**config.mk**
```make
export PLATFORM = sky130hd
export DESIGN_NAME = shift_add_multiplier_flat
export DESIGN_NICKNAME = d
export VERILOG_FILES = /design/src/rtl/shift_add_multiplier_if.sv /design/src/rtl/shift_add_multiplier.sv /design/src/flat_wrapper.sv
export SDC_FILE = /design/constraint.sdc
export NUM_CORES = 1
export LEC_CHECK = 0
export BUFFER_PORTS_ARGS = -buffer_cell sky130_fd_sc_hd__buf_2
export CORE_MARGIN = 2
export CORE_UTILIZATION = 30
export DETAILED_ROUTE_END_ITERATION = 8
export GPL_TIMING_DRIVEN = 0
export PLACE_DENSITY = 0.53
export RECOVER_POWER = 25
export SETUP_SLACK_MARGIN = 0.1
export SYNTH_ARGS = -nofsm -noshare
export SYNTH_HDL_FRONTEND = slang
export SYNTH_SLANG_ARGS = --single-unit
```
**constraint.sdc**
```tcl
create_clock -name clock -period 4.1 [get_ports clock]
set_input_delay 0.82 -clock clock [delete_from_list [all_inputs] [get_ports clock]]
set_output_delay 0.82 -clock clock [all_outputs]
set_load 0.005 [all_outputs]
```
**src/rtl/shift_add_multiplier_if.sv**
```systemverilog
// Operand/result bundle for the shift-add multiplier.
// The slave side is the multiplier. The master side is whoever issues loads
// and consumes the product and observation outputs.
interface shift_add_multiplier_if #(
  parameter int WIDTH = 8
);
  logic                 load;
  logic [WIDTH-1:0]     Mplier;
  logic [WIDTH-1:0]     Mcand;
  logic [2*WIDTH-1:0]   product;
  logic                 done;
  logic [2*WIDTH:0]     ACC;
  logic [1:0]           state;

  modport master (
    output load, Mplier, Mcand,
    input  product, done, ACC, state
  );

  modport slave (
    input  load, Mplier, Mcand,
    output product, done, ACC, state
  );
endinterface

```
**src/rtl/shift_add_multiplier.sv**
```systemverilog
// Sequential unsigned shift-add multiplier.
// The multiplier operand is placed in the low half of the accumulator. Each
// iteration conditionally adds the multiplicand into the high half and then
// shifts the whole accumulator right by one.
//
//  state | meaning
//  IDLE  | waiting for load; no valid product yet
//  ADD   | add mcand into ACC high part when ACC[0] is set
//  SHIFT | logical right shift of ACC; last shift latches product
//  DONE  | product valid, done high; load restarts
module shift_add_multiplier #(
  parameter int WIDTH = 8
) (
  input  logic                  clock,
  input  logic                  reset,
  shift_add_multiplier_if.slave bus
);

  localparam int CW = (WIDTH > 1) ? $clog2(WIDTH) : 1;
  localparam logic [CW-1:0] CNT_LAST = CW'(WIDTH - 1);

  typedef enum logic [1:0] {
    IDLE  = 2'd0,
    ADD   = 2'd1,
    SHIFT = 2'd2,
    DONE  = 2'd3
  } state_t;

  state_t               state_q, state_d;
  logic [2*WIDTH:0]     acc_q, acc_d;
  logic [WIDTH-1:0]     mcand_q, mcand_d;
  logic [CW-1:0]        cnt_q, cnt_d;
  logic [2*WIDTH-1:0]   product_q, product_d;

  // State and datapath registers; reset aborts any run without writing a result.
  always_ff @(posedge clock) begin
    if (reset) begin
      state_q   <= IDLE;
      acc_q     <= '0;
      mcand_q   <= '0;
      cnt_q     <= '0;
      product_q <= '0;
    end else begin
      state_q   <= state_d;
      acc_q     <= acc_d;
      mcand_q   <= mcand_d;
      cnt_q     <= cnt_d;
      product_q <= product_d;
    end
  end

  // Next-state and datapath updates. Load is honoured only in IDLE and DONE.
  always_comb begin
    state_d   = state_q;
    acc_d     = acc_q;
    mcand_d   = mcand_q;
    cnt_d     = cnt_q;
    product_d = product_q;
    unique case (state_q)
      IDLE, DONE: begin
        if (bus.load) begin
          acc_d   = {{(WIDTH + 1){1'b0}}, bus.Mplier};
          mcand_d = bus.Mcand;
          cnt_d   = '0;
          state_d = ADD;
        end
      end
      ADD: begin
        if (acc_q[0]) begin
          acc_d[2*WIDTH:WIDTH] = {1'b0, acc_q[2*WIDTH-1:WIDTH]} + {1'b0, mcand_q};
        end
        state_d = SHIFT;
      end
      SHIFT: begin
        acc_d = acc_q >> 1;
        cnt_d = cnt_q + CW'(1);
        if (cnt_q == CNT_LAST) begin
          product_d = acc_q[2*WIDTH:1];
          state_d   = DONE;
        end else begin
          state_d = ADD;
        end
      end
      default: state_d = IDLE;
    endcase
  end

  assign bus.product = product_q;
  assign bus.ACC     = acc_q;
  assign bus.state   = state_q;
  assign bus.done    = (state_q == DONE);

endmodule

```
**src/flat_wrapper.sv**
```systemverilog
// flat-port wrapper written by rule: the top's interface ports become plain ports
module shift_add_multiplier_flat 
#(
  parameter int WIDTH = 8
)
  (clock, reset, bus_load, bus_Mplier, bus_Mcand, bus_product, bus_done, bus_ACC, bus_state);
  shift_add_multiplier_if #(.WIDTH(WIDTH)) bus_i ();
  input  logic clock;
  input  logic reset;
  input wire logic [$bits(bus_i.load)-1:0] bus_load;
  input wire logic [$bits(bus_i.Mplier)-1:0] bus_Mplier;
  input wire logic [$bits(bus_i.Mcand)-1:0] bus_Mcand;
  output wire logic [$bits(bus_i.product)-1:0] bus_product;
  output wire logic [$bits(bus_i.done)-1:0] bus_done;
  output wire logic [$bits(bus_i.ACC)-1:0] bus_ACC;
  output wire logic [$bits(bus_i.state)-1:0] bus_state;
  assign bus_i.load = bus_load;
  assign bus_i.Mplier = bus_Mplier;
  assign bus_i.Mcand = bus_Mcand;
  assign bus_product = bus_i.product;
  assign bus_done = bus_i.done;
  assign bus_ACC = bus_i.ACC;
  assign bus_state = bus_i.state;
  shift_add_multiplier #(.WIDTH(WIDTH)) u_core (.clock(clock), .reset(reset), .bus(bus_i));
endmodule
```
==> results of run 1 <==
placed cells by master (no fill, tap or decap), types with 5 or more instances in the layout:
cell,instances
a211oi_1,11
a21oi_1,33
buf_2,57
clkbuf_1,7
clkbuf_8,5
dfxtp_1,46
ha_1,14
inv_1,7
mux2i_1,8
nand2_1,45
nand3_1,8
nor2_1,22
o21ai_0,7
power breakdown:
part / total, mW / internal, mW / switching (mW)
Sequential: 0.561 / 0.507 / 0.0545
Clock: 0.346 / 0.182 / 0.164
Combinational: 0.545 / 0.219 / 0.326
Total: 1.45 / 0.908 / 0.544
synth_stat cells, drive strengths merged, types with 5 or more instances:
cell type   n  area, µm²
nand2      45        169
clkbuf      5       20.0
nor2       22       82.6
buf        11       58.8
dfxtp      46        921
o21ai       8       43.8
ha         14        175
a211oi     11       82.6
a21oi      33        165
mux2i       8       80.1
nand3       8       40.0
inv         8       30.0
flip-flops by register name (all words and copies together) (netlist names):
name,cells
u_core.bus.state,2
u_core.mcand_q,8
u_core.bus.product,16
u_core.cnt_q,3
u_core.bus.ACC,17
worst max-delay path, stage by stage, from the launching register on:
cell	delay, ps
dfxtp_1	430
ha_1	240
inv_1	60
fa_1	400
nand2b_1	180
a21oi_1	260
a21oi_1	90
a222oi_1	310
nor2_1	60
per-stage QoR:
step | cells | worst slack [ps] | hold slack [ps] | power [mW]
floorplan | 262 | 2200 | 440 | 0.962
global placement | 415 | 1960 | 438 | 1.11
detailed placement | 415 | 1950 | 444 | 1.12
CTS | 423 | 1920 | 458 | 1.47
global route | 423 | 1730 | 476 | 1.56
finish | 423 | 1950 | 455 | 1.45
routing by layer:
metal,routed length [µm],part of all wire [%],vias up,track usage [%]
met5,0,0,-,0
met4,49,0.86,0,4.74
met3,248,4.4,2,3.67
met2,2550,45,50,22.7
met1,2840,50,913,19.6
li1,-,-,1055,-
worst paths after layout:
check,from,to,slack [ps]
hold reg to reg,u_core.bus.product[5],u_core.bus.product[5],450
hold / removal,u_core.bus.product[5],u_core.bus.product[5],450
setup reg to reg,u_core.bus.ACC[8],u_core.bus.ACC[12],1950
setup / recovery,u_core.bus.ACC[8],u_core.bus.ACC[12],1950
kinds of logic after synthesis:
family | Yosys count | synth area share [%]
multiplexers | 9 | 4.09
adder cells (fa/ha/maj) | 15 | 8.74
XOR/XNOR | 1 | 0.392
buffers and inverters | 24 | 4.87
AO/OA/AOI/OAI | 75 | 22.4
flip-flops | 46 | 41.2
AND/OR/NAND/NOR | 92 | 18.3
final cells by class:
cell class,instances,area (µm²)
multi-input cells,192,1200
well taps,99,124
repair buffers,54,268
plain buffers,16,78.8
flip-flops and latches,46,921
inverters,8,30.0
clock inverters,2,37.5
clock buffers,6,72.6
fillers,787,4480
==> results.json, run 1 <==
{
  "status": "completed",
  "cts_buffer_depth": 2,
  "whs_path_depth": 2,
  "grt_use_total_pct": 14.5,
  "drtPass1Iterations": 4,
  "vias_per_cell": 4.78,
  "htree_levels": 2,
  "setup_tns_ps": 0,
  "nets": 357,
  "skew_ps": 9.06,
  "drt-wirelength-per-cell_um": 13.5,
  "ys.flop_type": "dfxtp_1",
  "synth_edf_count": 0,
  "core-area_mm2": 0.00721,
  "grt_max_degree": 15,
  "fin_crit_ps": 2150,
  "initial_utilization_pct": 31.0,
  "critical_path_class": "flop to flop",
  "synth-seq-cells": 46,
  "rsz0062_at_grt": "no",
  "clk_pin_slew_ps": 90,
  "antenna_found_initial": 0,
  "worstSetupStartpointType": "flop",
  "maxCapViolations": 0,
  "drive_gt1_share_pct": 22.8,
  "cts_sinks": 46,
  "gp_congestion": 0.839,
  "fmaxAchievable_mhz": 465,
  "wl_um": 5690,
  "hpwl_um": 4280,
  "clock_latency_ps": 310,
  "dpl_cell_area_mm2": 0.00263,
  "grt_pass1_vias": 1883,
  "cp-end-kind": "flop",
  "num_vias": 2020,
  "rows": 31,
  "synth_nets": 296,
  "synthCells": 262,
  "ys_seq_area_share_pct": 41.2,
  "synthArstFlopShare_pct": 0,
  "hold_class": "flop to flop",
  "post_cts_resized": 0,
  "slew_headroom_pct": 49.6,
  "p_leak_nw": 1.14,
  "fin_crit_sh_pct": 52.5,
  "r2r_cells": 8,
  "p_per_area_mw_per_mm2": 531,
  "die_x_um": 90.3,
  "cts_root_buf": "clkbuf_8",
  "post_cts.repair.setup_buffers": 0,
  "syn2layout_area_growth_pct": 22.5,
  "ctsHoldBuffers": 0,
  "drt_iter0_markers": 78,
  "path_max_fanout": 5,
  "synth_area_mm2": 0.00223,
  "crit_arrival_ps": 2330,
  "slew_viol_final": 0,
  "io_pins": 55,
  "setup_viol": 0,
  "yosysUniqueCellTypes": 47,
  "grt_first_pass_wirelength_um": 9620,
  "synth.avg_cell_area_um2": 8.52,
  "worstPathRequired_ps": 4280,
  "yosys_warnings": 0,
  "peakVddDrop_mv": 0.190,
  "cts_buffers": 5,
  "cts_tree": "yes",
  "drc": 0,
  "dieArea_mm2": 0.00815,
  "worst_slew_pin_slew_ps": 750,
  "portBuffers": 54,
  "gr-total-overflow": 0,
  "final_util_pct": 37.9,
  "die_y_um": 90.3,
  "ant_nets": 0,
  "diodes": 0,
  "fin_area_mm2": 0.00274,
  "hold_viol_final": 0
}
No activity file was read; power rests on OpenSTA's default activity.
==> inputs of run 2 (changes only) <==
--- a/config.mk
+++ b/config.mk
@@ -10,7 +10,7 @@
 export CORE_UTILIZATION = 30
 export DETAILED_ROUTE_END_ITERATION = 8
 export GPL_TIMING_DRIVEN = 0
-export PLACE_DENSITY = 0.53
+export PLACE_DENSITY = 0.55
 export RECOVER_POWER = 25
 export SETUP_SLACK_MARGIN = 0.1
 export SYNTH_ARGS = -nofsm -noshare
==> constraint.sdc (replaced) <==
create_clock -name clock -period 1.82 [get_ports clock]
set_input_delay 0.364 -clock clock [delete_from_list [all_inputs] [get_ports clock]]
set_output_delay 0.364 -clock clock [all_outputs]
set_load 0.005 [all_outputs]
==> results.json, run 2 (synthesis results as in run 1) <==
{
  "peakVddDrop_mv": 0.592,
  "status": "completed",
  "crit_chain": "ha_4 -> inv_2 -> fa_2 -> nand2b_4 -> a21oi_4 -> and3b_1 -> o21ai_0 -> a311oi_1",
  "timing.rr.start": "u_core.mcand_q[0]",
  "multi_input_area_mm2": 0.00136,
  "core-area_mm2": 0.00721,
  "p_switching_mw": 1.35,
  "drt-wirelength-per-cell_um": 13.5,
  "r2r-end": "u_core.bus.ACC[14]",
  "nFillCells": 788,
  "p_leak_nw": 1.23,
  "whs_ps": 301,
  "min_from": "bus_Mcand[0]",
  "p_per_area_mw_per_mm2": 1180,
  "grt_pass1_vias": 1995,
  "whs_path_depth": 3,
  "r2r_cells": 8,
  "cp-end-kind": "flop",
  "wl_um": 5920,
  "io_pins": 55,
  "skew_ps": 6.33,
  "cts_buffers": 5,
  "drc": 0,
  "slowest_stage": "dfxtp_2",
  "clock_latency_ps": 300,
  "regArea_um2": 932,
  "fmaxAchievable_mhz": 571,
  "p_clk_share_pct": 18.1,
  "grt_max_degree": 16,
  "final_cell_mix": "buf_2, nand2_1, dfxtp_1, a21oi_1, nor2_1",
  "p_sw_share_pct": 38.4,
  "drtPass1Iterations": 4,
  "nets": 371,
  "cts_sinks": 46,
  "setup_tns_ps": 0,
  "rsz0062_at_grt": "yes",
  "setup_viol": 0,
  "gp_congestion": 0.831,
  "num_vias": 2101,
  "final_common_cell": "buf_2",
  "htree_levels": 2,
  "syn2layout_area_growth_pct": 34.2,
  "cts_root_buf": "clkbuf_8",
  "vias_per_cell": 4.81,
  "fin_crit_sh_pct": 96.2,
  "p_int_mw": 2.17,
  "hold_class": "input port to flop",
  "die_x_um": 90.3,
  "pre_cts_ws_ps": -103,
  "drive_gt1_share_pct": 34.0,
  "grt_first_pass_wirelength_um": 9780,
  "worst_slew_pin_slew_ps": 596,
  "largest_reg_flops": 17,
  "antenna_found_initial": 0,
  "gr-total-overflow": 0,
  "rows": 31,
  "cts_buffer_depth": 2,
  "grt_use_total_pct": 14.6,
  "dieArea_mm2": 0.00815,
  "worstSetupStartpointType": "flop",
  "setup_slack_ps": 68.9,
  "maxCapViolations": 0,
  "ant_nets": 0,
  "pwr-share-comb_pct": 45.5,
  "initial_utilization_pct": 31.0,
  "pwr-share-seq_pct": 36.4,
  "slowest_delay_ps": 370,
  "min_to": "u_core.mcand_q[0]",
  "hpwl_um": 4240,
  "ctsHoldBuffers": 0,
  "drt_iter0_markers": 81,
  "portBuffers": 54,
  "worstPathRequired_ps": 2030,
  "r2r_slack_ps": 70,
  "cts_tree": "yes",
  "crit_arrival_ps": 1970,
  "path_max_fanout": 4,
  "slew_viol_final": 0,
  "critical_path_class": "flop to flop",
  "clk_pin_slew_ps": 90,
  "startpoint": "u_core.mcand_q[0]",
  "slew_headroom_pct": 60.3,
  "hold_viol_final": 0,
  "fin_crit_ps": 1750,
  "diodes": 0,
  "die_y_um": 90.3
}
==> run 2: cell types whose count changed in the layout (fill, tap and decap cells not counted), moves of 3 or more <==
cell | previous run | this run
buf_2 | 57 | 50
inv_2 | 1 | 4
dfxtp_1 | 46 | 41
ha_1 | 14 | 7
ha_4 | 0 | 5
inv_1 | 7 | 4
buf_4 | 1 | 18
dfxtp_2 | 0 | 3
==> run 2: cell type report <==
cell class	instances	share of cell area [%]
clock inverter	3	0.710
tap	99	4.13
multi-input combinational	192	45.2
clock buffer	5	2.30
inverter	8	1.00
timing repair buffer	71	13.0
buffer	13	2.50
sequential	46	31.1
==> run 2: metal layers <==
layer	GRT usage [%]	wire length (µm)	part of all wire (%)	vias to the layer above
li1	-	-	-	1081
met1	19.6	2760	47	959
met2	23.7	2750	47	54
met3	3.59	362	6.1	7
met4	3.08	42	0.71	0
met5	0	0	0	-
==> run 2: power by group through the flow <==
stage / registers (mW) / clock network [mW] / logic [mW]
2_1_floorplan: 1.28 / 0 / 0.905
3_3_place_gp: 1.29 / 0 / 1.23
3_5_place_dp: 1.30 / 0 / 1.25
4_1_cts: 1.29 / 0.656 / 1.57
5_1_grt: 1.31 / 0.692 / 1.77
6_report: 1.28 / 0.638 / 1.60
==> run 2: stage by stage <==
stage / std cells / area, µm² / total power [mW] / util [%]
after global routing: 437 / 3000 / 3.78 / 41.6
after detailed placement: 415 / 2670 / 2.55 / 37.0
after floorplan: 262 / 2270 / 2.18 / -
after CTS: 438 / 2980 / 3.51 / 41.4
final: 437 / 3000 / 3.53 / 41.6
after global placement: 415 / 2670 / 2.52 / 37.0
==> run 2: critical path, delay by kind of cell, from the launching register on <==
kind                     cells  cell delay [ps]
flip-flops                   1              370
AO/OA/AOI/OAI                3              470
buffers and inverters        1               30
adder cells (fa/ha/maj)      2              470
AND/OR/NAND/NOR              2              330
==> run 2: how the worst max path moves through the flow <==
stage / endpoint / slack [ps] / cells past startpoint
2_1_floorplan: u_core.bus.ACC[8] / 100 / 9
3_3_place_gp: u_core.bus.ACC[11] / -80 / 9
3_5_place_dp: u_core.bus.ACC[16] / -100 / 6
4_1_cts: u_core.bus.ACC[12] / 30 / 8
5_1_grt: u_core.bus.ACC[12] / -40 / 8
6_report: u_core.bus.ACC[14] / 70 / 8
==> run 2: timing repair <==
item / 4_1_cts / 5_1_grt
gates resized for setup: 25 / 13
setup buffers: 15 / 2
pin swaps: 11 / 11
setup endpoints to repair: 26 / 22
